$ cat src/rtl/cursor_ctrl.sv
`default_nettype none
// ============================================================================
// Module   : cursor_ctrl
// Purpose  : Frame-synchronous scheduler for the pointer overlay. Arbitrates
//            position updates from the mouse stream and the game logic, clamps
//            them to the visible area and commits them only on vblank entry,
//            so the overlay never tears mid-frame.
// Ports    : clk, rst             pixel clock, synchronous active-high reset
//            vblnk                vertical blank from the VGA timing chain
//            mouse_valid/x/y/left mouse sample strobe, position, button level
//            set_req/set_x/set_y  game position request (held until set_ack)
//            set_ack              one-cycle accept pulse
//            x, y                 committed cursor position
//            cursor_vis           overlay enable
//            frame_click          one-cycle pulse at commit if left was pressed
// Config   : CURSOR_AUTOHIDE_EN   when defined, hides the cursor after
//                                 IDLE_FRAMES vblanks without a commit
// Revision : 1.0 - initial release
// ============================================================================
module cursor_ctrl #(
  parameter int H_ACTIVE    = 800,
  parameter int V_ACTIVE    = 600,
  parameter int IDLE_FRAMES = 180
) (
  input  logic        clk,
  input  logic        rst,
  input  logic        vblnk,
  input  logic        mouse_valid,
  input  logic [11:0] mouse_x,
  input  logic [11:0] mouse_y,
  input  logic        mouse_left,
  input  logic        set_req,
  input  logic [11:0] set_x,
  input  logic [11:0] set_y,
  output logic        set_ack,
  output logic [11:0] x,
  output logic [11:0] y,
  output logic        cursor_vis,
  output logic        frame_click
);

  localparam logic [11:0] X_MAX = 12'(H_ACTIVE - 1);
  localparam logic [11:0] Y_MAX = 12'(V_ACTIVE - 1);
  localparam logic [11:0] X_RST = 12'(H_ACTIVE / 2);
  localparam logic [11:0] Y_RST = 12'(V_ACTIVE / 2);

  if (H_ACTIVE < 1 || H_ACTIVE > 4096 || V_ACTIVE < 1 || V_ACTIVE > 4096 ||
      IDLE_FRAMES < 1 || IDLE_FRAMES > 65535) begin : g_param_range_err
    $error("cursor_ctrl: parameter out of range");
  end

  typedef enum logic [1:0] {ST_IDLE, ST_PENDING, ST_COMMIT} state_t;
  typedef enum logic [1:0] {SRC_NONE, SRC_MOUSE, SRC_SET} src_t;

  state_t      state;
  src_t        pend_src;
  logic [11:0] pend_x;
  logic [11:0] pend_y;
  logic        click_latch;
  logic        vblnk_q;
  logic        vblnk_qd;

  logic        set_cap;
  logic        mouse_cap;
  logic        capture;
  logic        click;
  logic        rise;

  function automatic logic [11:0] clamp(input logic [11:0] v, input logic [11:0] max);
    return (v > max) ? max : v;
  endfunction

  // A request still high in its own ack cycle is the tail of the one just
  // accepted; it only counts again once set_ack has dropped.
  assign set_cap   = set_req & ~set_ack;
  // A game-forced position is protected from mouse samples until it has been
  // committed; in the commit cycle itself the slot is free again.
  assign mouse_cap = mouse_valid & ~set_cap &
                     ((pend_src != SRC_SET) | (state == ST_COMMIT));
  // Dropped mouse samples still count as activity for the FSM.
  assign capture   = set_cap | mouse_valid;
  assign click     = mouse_valid & mouse_left;
  // vblnk is registered once before edge detection, which places the x/y
  // update exactly two clocks after vblnk is first sampled high.
  assign rise      = vblnk_q & ~vblnk_qd;

  always_ff @(posedge clk) begin
    if (rst) begin
      state       <= ST_IDLE;
      pend_src    <= SRC_NONE;
      pend_x      <= '0;
      pend_y      <= '0;
      click_latch <= 1'b0;
      vblnk_q     <= 1'b0;
      vblnk_qd    <= 1'b0;
      set_ack     <= 1'b0;
      frame_click <= 1'b0;
      x           <= X_RST;
      y           <= Y_RST;
    end else begin
      vblnk_q     <= vblnk;
      vblnk_qd    <= vblnk_q;
      set_ack     <= set_cap;
      frame_click <= 1'b0;

      if (set_cap) begin
        pend_x   <= clamp(set_x, X_MAX);
        pend_y   <= clamp(set_y, Y_MAX);
        pend_src <= SRC_SET;
      end else if (mouse_cap) begin
        pend_x   <= clamp(mouse_x, X_MAX);
        pend_y   <= clamp(mouse_y, Y_MAX);
        pend_src <= SRC_MOUSE;
      end else if (state == ST_COMMIT) begin
        pend_src <= SRC_NONE;
      end

      if (state == ST_COMMIT) begin
        x           <= pend_x;
        y           <= pend_y;
        frame_click <= click_latch;
        // A click arriving in the commit cycle belongs to the next frame.
        click_latch <= click;
      end else if (click) begin
        click_latch <= 1'b1;
      end

      unique case (state)
        ST_IDLE: begin
          // A capture coinciding with vblank entry still makes this vblank.
          if (capture) state <= rise ? ST_COMMIT : ST_PENDING;
        end
        ST_PENDING: begin
          if (rise) state <= ST_COMMIT;
        end
        ST_COMMIT: begin
          state <= capture ? ST_PENDING : ST_IDLE;
        end
        default: state <= ST_IDLE;
      endcase
    end
  end

`ifdef CURSOR_AUTOHIDE_EN
  localparam int CNT_W = ($clog2(IDLE_FRAMES + 1) > 8) ? $clog2(IDLE_FRAMES + 1) : 8;
  localparam logic [CNT_W-1:0] IDLE_CNT = CNT_W'(IDLE_FRAMES);

  logic [CNT_W-1:0] idle_cnt;
  logic             vis_q;

  always_ff @(posedge clk) begin
    if (rst) begin
      idle_cnt <= '0;
      vis_q    <= 1'b1;
    end else if (state == ST_COMMIT) begin
      idle_cnt <= '0;
      vis_q    <= 1'b1;
    end else begin
      if (rise && idle_cnt != IDLE_CNT) idle_cnt <= idle_cnt + 1'b1;
      if (idle_cnt == IDLE_CNT) vis_q <= 1'b0;
    end
  end

  assign cursor_vis = vis_q;
`else
  assign cursor_vis = 1'b1;
`endif

endmodule
`default_nettype wire

$ cat config.mk
export PLATFORM = sky130hd
export DESIGN_NAME = cursor_ctrl
export DESIGN_NICKNAME = d
export VERILOG_FILES = /design/src/rtl/cursor_ctrl.sv
export SDC_FILE = /design/constraint.sdc
export NUM_CORES = 1
export LEC_CHECK = 0
export CAP_MARGIN = 30
export CORE_AREA = 2 2 94 60
export CTS_CLUSTER_DIAMETER = 60
export DETAILED_ROUTE_END_ITERATION = 16
export DIE_AREA = 0 0 96 62
export PLACE_DENSITY = 0.81
export SETUP_SLACK_MARGIN = 0.4
export SYNTH_ARGS = -nofsm -noshare
export SYNTH_HDL_FRONTEND = slang
export SYNTH_SLANG_ARGS = --single-unit
$ cat constraint.sdc
create_clock -name clk -period 4.4 [get_ports clk]
set_input_delay 0.44 -clock clk [delete_from_list [all_inputs] [get_ports clk]]
set_output_delay 0.44 -clock clk [all_outputs]
set_load 0.02 [all_outputs]
* Word level (Yosys, flattened, before mapping)
Cells that the tools add are included.
** Word-level totals
- Output and inout port bits :: 27
- Input bits :: 54
- Register bits after elaboration :: 57
- Word-level logic and storage cells :: 58
** Cells by class
- Multiplexer cells :: 18
- Equality and inequality tests :: 5
- Reduce and logical (&&, ||, !) cells :: 8
- Magnitude comparators :: 4
- Bitwise gates (word level) :: 11
** Operator list (number)
- $mux 12 :: 8
- $gt 12x10->1 const B :: 4
- $mux 2 :: 6
- $ne 2x2->1 const B :: 3
- $pmux 2 s3 :: 1
- $reduce_bool 2->1 :: 3
- $and 1x1->1 :: 5
- $not 1->1 :: 4
- $reduce_or 2->1 :: 2
- $mux 1 :: 3
- $reduce_bool 3->1 :: 1
- $eq 2x1->1 const B :: 1
- $eq 2x2->1 const B :: 1
- $logic_not 2->1 :: 1
- $or 1x1->1 :: 2
- $reduce_and 2->1 :: 1

* Longest topological paths before layout
Gate-level depths: netlist of run 1.
- Depth in word-level cells :: 7
- Mapped depth :: 7
- Depth with buffers taken out :: 4

* Least setup slack after synthesis of run 1
No wires, ideal clock.
- Path type :: input to register
- Start :: input mouse_x[7]
- End :: register pend_x[0]
- Path slack :: 2.912 ns
- Path buffers :: 0
- Stages :: 4
- Arrival :: 1.354 ns
- Required time :: 4.266 ns
- Library setup time :: 0.134 ns
- Cell sequence :: o311a_1 nor3_1 and3_1 a2111oi_0
** On the way
- Longest elaborated chain between the ends :: 4
** RTL lines
- start: declaration :: RTL line 29 : input logic [11:0] mouse_x,
- $gt 12x10->1 :: RTL line 70 : return (v > max) ? max : v;
- $mux 12 :: RTL line 70
- $mux 12 :: RTL line 110 : end else if (mouse_cap) begin
- $mux 12 :: RTL line 106 : if (set_cap) begin
- end signal: assignment :: RTL line 107 : pend_x <= clamp(set_x, X_MAX);
- end signal: assignment :: RTL line 111 : pend_x <= clamp(mouse_x, X_MAX);
- end: declaration :: RTL line 57 : logic [11:0] pend_x;
No other way between the ends. The select of a mux whose other input is x is not followed.
A chain may end at the register's enable or synchronous reset.

* Worst setup path in the final report of run 1
- Start :: register state[1]
- End :: register pend_y[5]
** On the way
- Longest elaborated chain between the ends :: 4
** RTL lines
- start: declaration :: RTL line 55 : state_t state;
- start signal: assignment :: RTL line 131 : if (capture) state <= rise ? ST_COMMIT : ST_PENDING;
- start signal: assignment :: RTL line 137 : state <= capture ? ST_PENDING : ST_IDLE;
- $eq 2x2->1 :: RTL line 79 : ((pend_src != SRC_SET) | (state == ST_COMMIT));
- $or 1x1->1 :: RTL line 79
- $and 1x1->1 :: RTL line 78 : assign mouse_cap = mouse_valid & ~set_cap &
- $reduce_bool 2->1 (no line)
- end signal: assignment :: RTL line 108 : pend_y <= clamp(set_y, Y_MAX);
- end signal: assignment :: RTL line 112 : pend_y <= clamp(mouse_y, Y_MAX);
- end: declaration :: RTL line 58 : logic [11:0] pend_y;
No other way between the ends.

==> flow_summary_export.csv, run 1 <==
group,metric,value,unit
logic_synthesis,ys_seq_area_frac,0.489,
worst_setup_path,cp-startpoint,"state[1]",
logic_synthesis,syn_inst,274,
logic_synthesis,yosysTopAreaCellShare,0.489,
flow_run,max-cap-violations,0,
logic_synthesis,synth.most_common_cell,"dfxtp_1",
floorplanning,die_w,96,µm
power_and_ir_drop,powerDensity,347,nW/µm²
clock_network,cts_resized,0,
logic_synthesis,synth_cell_types,39,
clock_network,htreeDepth,3,
global_route,grt.overflow.total,0,
power_and_ir_drop,p_int,0.860,mW
final_layout,antenna_cells,0,
clock_network,post-cts-setup-buffers,0,
power_and_ir_drop,switching_share,0.253,
sta,rsz0062_at_grt,"false",
worst_setup_path,cp_data_arrival_time,2440,ps
logic_synthesis,synth.ff_latch_count,57,
sta,hold_viol_final,0,
clock_network,cts_buffer_depth,2,
placement,hpwl,4.43,mm
final_layout,area.growth.synth_to_final,42.0,%
power_and_ir_drop,power_frac_seq,0.483,
floorplanning,die_h,62,µm
sta,setup_viol,0,
worst_setup_path,crit_type,"reg2reg",
worst_setup_path,worst_r2r_path_depth,4,
clock_network,cts_hold_buf,0,
global_route,grt_pass1_wl,9.58,mm
hold_path,hold_class,"reg2reg",
worst_setup_path,crit_path_end,"pend_y[5]",
route,vias_per_cell,5.41,
worst_setup_path,critical_path.startpoint_type,"flip-flop",
sta,slew_headroom,0.330,
floorplanning,rows,21,
global_route,grt_start_max_net_pins,57,
final_layout,layout-drive-gt1-share,0.0682,
route,drc,0,
power_and_ir_drop,power.net_switching,0.291,mW
sta,finalSetupTns,0,ps
worst_setup_path,rrSetupSlack,2250,ps
global_route,antenna_found_initial,0,
clock_network,cts-root-buf,"clkbuf_8",
logic_synthesis,synth_edf_count,0,
clock_network,clkLatencyLatePin,340,ps
route,dr_total_vias,2279,
clock_network,cts-buffers-inserted,9,
placement,place_inst,404,
final_layout,fin_nets,401,
worst_setup_path,cp.required,4680,ps
sta,drv_slew,0,
logic_synthesis,netlist_area,2330,µm²
floorplanning,die_area,5950,µm²
global_route,grtUsageTotal,0.219,
route,drtAntennaViolNets,0,
clock_network,clkSinkCount,57,
placement,place.gp.congestion,0.794,
route,wl_per_cell,15.0,µm
route,first_iter_violations,107,
power_and_ir_drop,pwr-share-comb,0.142,
sta,fmax,464,MHz
sta,max_slew.worst_pin.slew,999,ps
status,outcome,"finished, final reports clean",
worst_setup_path,worstSetupEndpointType,"flip-flop",
clock_network,cts_tree,"done",
logic_synthesis,ys_top_cells_by_count,"dfxtp_1, nand2_1, a21oi_1",
worst_setup_path,crit_path_max_fanout,14,
floorplanning,initial_core_util,0.446,
power_and_ir_drop,p_leak,1.23,nW
sta,post-route-period-util,0.490,
worst_setup_path,timing.rr.end,"pend_y[5]",
logic_synthesis,yosys.area.top_type,"dfxtp_1",
logic_synthesis,ys.flop_type,"dfxtp_1",
logic_synthesis,synth-async-reset-ratio,0,
logic_synthesis,synth.area.top_cells,"dfxtp_1, nand2_1, a21oi_1, nor2_1, nor3_1",
route,routed_wl,6.31,mm
placement,portBuffers,79,
clock_network,clkTransAtPathRegs,60,ps
final_layout,postLayoutCoreUtil,0.634,
floorplanning,core_area,5230,µm²
logic_synthesis,ys_warn_count,0,
power_and_ir_drop,power_frac_clock,0.374,
power_and_ir_drop,ir_drop,203,µV
logic_synthesis,postSynthAreaPerCell,8.52,µm²
sta,skew,3.78,ps
worst_setup_path,rr_startpoint,"state[1]",
route,first_pass_iters,4,
sta,min_period,2150,ps
global_route,grt_pass1_vias,2077,
final_layout,final_cells,421,
floorplanning,pin_count,81,
logic_synthesis,syn_nets,328,
==> layout by cell type, fill, tap and decap left out, types with 4 or more instances in the layout <==
cell type and count:
clkdlybuf4s50_1 78, dfxtp_1 57, nand3b_1 7, nand2b_1 4, a32oi_1 4, a21oi_1 26
nand2_1 54, a2111oi_0 5, clkbuf_8 11, a311oi_1 4, o211ai_1 5, inv_1 5
o31ai_1 7, and3_1 5, nor2_1 25, nor3_1 11
==> registers in the layout (all words and copies together), names as in the netlist, 2 cells and up <==
name / cells
pend_x: 12
y: 12
pend_src: 2
state: 2
x: 12
pend_y: 12
==> cell type report <==
type,instances,area [µm²]
Sequential cell,57,1140
Clock inverter,3,15.0
Multi-Input combinational cell,192,1070
Fill cell,471,1910
Tap cell,69,86.3
Inverter,5,18.8
Timing Repair Buffer,82,820
Clock buffer,13,159
==> cells by family (layout without fill, tap and decap cells) <==
family / Yosys count / count (layout) / synth area share
and+or+nand+nor: 124 / 124 / 0.250
AOI/OAI and AO/OA: 63 / 63 / 0.185
DFF: 57 / 57 / 0.489
buffers and inverters: 25 / 103 / 0.0515
muxes: 4 / 4 / 0.0225
other: 1 / 1 / 0.00161
==> critical path: stages, from the launching register on <==
cell and delay, ps:
dfxtp_1 370, nor2b_2 530, o21ai_1 490, nor4_1 510
a221o_1 200
==> power groups by stage <==
| stage | logic [mW] | registers (mW) | clock network, mW |
|---|---|---|---|
| floorplan | 0.0783 | 0.570 | 0 |
| global placement | 0.158 | 0.566 | 0 |
| detailed placement | 0.162 | 0.567 | 0 |
| CTS | 0.163 | 0.556 | 0.439 |
| global route | 0.178 | 0.559 | 0.462 |
| finish | 0.164 | 0.556 | 0.431 |
==> worst min-delay path by stage <==
stage / slack (ps) / startpoint / end / cells after the start
after global routing: 470 / x[6] / x[6] / 2
after CTS: 450 / pend_y[11] / y[11] / 2
after detailed placement: 440 / pend_y[11] / y[11] / 2
after global placement: 440 / pend_x[1] / x[1] / 2
final: 450 / pend_y[11] / y[11] / 2
after floorplan: 430 / pend_x[10] / x[10] / 2
==> per-layer routing <==
| metal | share of wire | track usage |
|---|---|---|
| met4 | 0.0082 | 0.0551 |
| met1 | 0.44 | 0.268 |
| met5 | 0 | 0 |
| met3 | 0.084 | 0.0977 |
| met2 | 0.47 | 0.360 |
==> metrics by stage <==
step	area (µm²)	worst slack (ps)	hold WS, ps	total power, mW
detailed placement	3130	1760	444	0.729
finish	3310	2250	448	1.15
global placement	3110	1910	442	0.724
CTS	3300	1760	450	1.16
global route	3310	2040	474	1.20
floorplan	2330	2910	427	0.649
Power figures use the tool's default switching activity.
==> inputs of run 2 (changes only) <==
--- a/config.mk
+++ b/config.mk
@@ -6,11 +6,11 @@
 export NUM_CORES = 1
 export LEC_CHECK = 0
 export CAP_MARGIN = 30
-export CORE_AREA = 2 2 94 60
+export CORE_AREA = 2 2 96 61
 export CTS_CLUSTER_DIAMETER = 60
 export DETAILED_ROUTE_END_ITERATION = 16
-export DIE_AREA = 0 0 96 62
-export PLACE_DENSITY = 0.81
+export DIE_AREA = 0 0 98 63
+export PLACE_DENSITY = 0.79
 export SETUP_SLACK_MARGIN = 0.4
 export SYNTH_ARGS = -nofsm -noshare
 export SYNTH_HDL_FRONTEND = slang
==> constraint.sdc (replaced) <==
create_clock -name clk -period 2 [get_ports clk]
set_input_delay 0.2 -clock clk [delete_from_list [all_inputs] [get_ports clk]]
set_output_delay 0.2 -clock clk [all_outputs]
set_load 0.02 [all_outputs]
==> run 2 against run 1 <==
Net effect: global-route usage rose by 0.73 points; core utilization rose by 1.2 points; first-iteration DRC count rose by 100%; via count rose by 2.8%; wire length rose by 5.7%; critical path type unchanged; sequential share of layout area fell by 1.3 points; critical endpoint is now pend_y[6]; largest cell class is now multi-input gates; non-clock buffer count rose by 8; clock power rose by 130%; design area rose by 4.0%; clock-buffer cell count fell by 3; largest power group unchanged; power rose by 130%; register-to-register slack got worse by 1800 ps.
==> flow_summary_export.csv, run 2 (synthesized netlist as in run 1, its figures left out) <==
group,metric,value,unit
sta,hold_viol_final,0,
route,dr_total_vias,2343,
clock_network,clkLatencyLatePin,330,ps
clock_network,cts-root-buf,"clkbuf_8",
sta,slew_headroom,0.666,
route,routed.top_layer,"met4",
floorplanning,initial_core_util,0.437,
sta,skew,6.86,ps
floorplanning,core_area,5330,µm²
sta,post-route-period-util,0.776,
final_layout,fill_cells,455,
worst_setup_path,crit_path_max_fanout,9,
worst_setup_path,cp.required,2190,ps
global_route,grt_start_max_net_pins,28,
final_layout,regArea,1140,µm²
global_route,grt_pass1_wl,10.9,mm
clock_network,cts_tree,"done",
power_and_ir_drop,ir_drop,519,µV
sta,hold_ws,241,ps
worst_setup_path,critical_path.startpoint_type,"flip-flop",
sta,drv_slew,0,
sta,min_period,1550,ps
final_layout,fin_nets,410,
clock_network,clkSinkCount,57,
worst_setup_path,cp_data_arrival_time,1740,ps
floorplanning,pin_count,81,
route,first_pass_iters,5,
route,drtAntennaViolNets,0,
global_route,antenna_found_initial,0,
floorplanning,die_area,6170,µm²
flow_run,max-cap-violations,0,
global_route,grt.overflow.total,0,
placement,dpl_worst_slack,132,ps
final_layout,layout-drive-gt1-share,0.123,
power_and_ir_drop,powerDensity,765,nW/µm²
power_and_ir_drop,p_leak,1.30,nW
final_layout,area.growth.synth_to_final,47.7,%
worst_setup_path,crit_type,"reg2reg",
clock_network,htreeDepth,3,
placement,place.gp.congestion,0.859,
sta,rsz0062_at_grt,"true",
worst_setup_path,worst_r2r_path_depth,4,
route,drc,0,
clock_network,cts_buffer_depth,2,
sta,max_slew.worst_pin.slew,495,ps
hold_path,whs_path_depth,2,
floorplanning,rows,21,
sta,worst_slack,448,ps
worst_setup_path,worstSetupEndpointType,"flip-flop",
clock_network,cts-buffers-inserted,9,
sta,setup_viol,0,
placement,hpwl,4.67,mm
hold_path,hold_class,"in2reg",
final_layout,antenna_cells,0,
floorplanning,die_h,63,µm
clock_network,clkTransAtPathRegs,60,ps
route,routed_wl,6.67,mm
sta,fmax,644,MHz
status,outcome,"finished, final reports clean",
route,first_iter_violations,216,
final_layout,layout_common_cells,"clkdlybuf4s50_1, dfxtp_1, nand2_1",
route,wl_met1,3.02,mm
final_layout,final_common_cell,"clkdlybuf4s50_1",
sta,finalSetupTns,0,ps
route,vias_per_cell,5.47,
route,wl_met3,521,µm
placement,portBuffers,79,
route,route.met2.wl,3.03,mm
route,wl_per_cell,15.6,µm
global_route,grt_pass1_vias,2294,
final_layout,multi_input_area,1140,µm²
global_route,grtUsageTotal,0.227,
clock_network,cts_hold_buf,0,
floorplanning,die_w,98,µm
-- run 2: changes by cell type in the layout (fill, tap and decap cells not counted), sizes merged --
cell / previous run / this run
dlymetal6s2s: 0 / 1
clkbuf: 13 / 10
o21a: 1 / 2
buf: 4 / 12
bufinv: 0 / 1
clkdlybuf4s50: 78 / 77
-- run 2: where the power goes --
| part | total [mW] | internal (mW) | switching, mW | leakage [nW] |
|---|---|---|---|---|
| clock | 1.01 | 0.588 | 0.424 | 0.0978 |
| sequential | 1.23 | 1.19 | 0.0324 | 0.467 |
| combinational | 0.397 | 0.209 | 0.189 | 0.736 |
| total | 2.63 | 1.99 | 0.645 | 1.30 |
-- run 2: what timing repair did --
action | in CTS | in global routing
endpoints found under the setup margin | 4 | 22
buffers inserted | 0 | 1
cloned | 1 | 0
pin swaps | 1 | 1
gates resized for setup | 3 | 16
-- run 2: worst paths after layout --
path / endpoint / startpoint / slack, ps
setup / recovery: pend_y[6] / pend_src[0] / 450
setup reg to reg: pend_y[6] / pend_src[0] / 450
hold / removal: vblnk_q / rst / 240
hold reg to reg: x[2] / pend_x[2] / 450
-- run 2: critical path, stage by stage (launching register included) --
cell and delay [ps]:
dfxtp_1 320, nand2b_2 240, o21a_4 270, a32oi_1 440, o31ai_1 140
-- run 2: cell type report --
| type | count | area share |
|---|---|---|
| multi-input combinational | 193 | 0.332 |
| tap | 69 | 0.0251 |
| clock inverter | 4 | 0.0131 |
| sequential | 57 | 0.331 |
| inverter | 5 | 0.00545 |
| clock buffer | 10 | 0.0399 |
| timing repair buffer | 90 | 0.254 |
-- run 2: stage by stage --
stage / instance area, µm² / util / power (mW) / cells
6_report: 3450 / 0.646 / 2.63 / 428
5_1_grt: 3450 / 0.646 / 2.77 / 428
4_1_cts: 3390 / 0.635 / 2.63 / 427
3_5_place_dp: 3180 / 0.597 / 1.62 / 412
3_3_place_gp: 3180 / 0.597 / 1.61 / 412
2_1_floorplan: 2330 / - / 1.43 / 274
-- run 2: metal layers --
layer	vias up	track usage
li1	1134	-
met1	1100	0.297
met2	96	0.348
met3	13	0.0962
met4	0	0.0521
met5	-	0
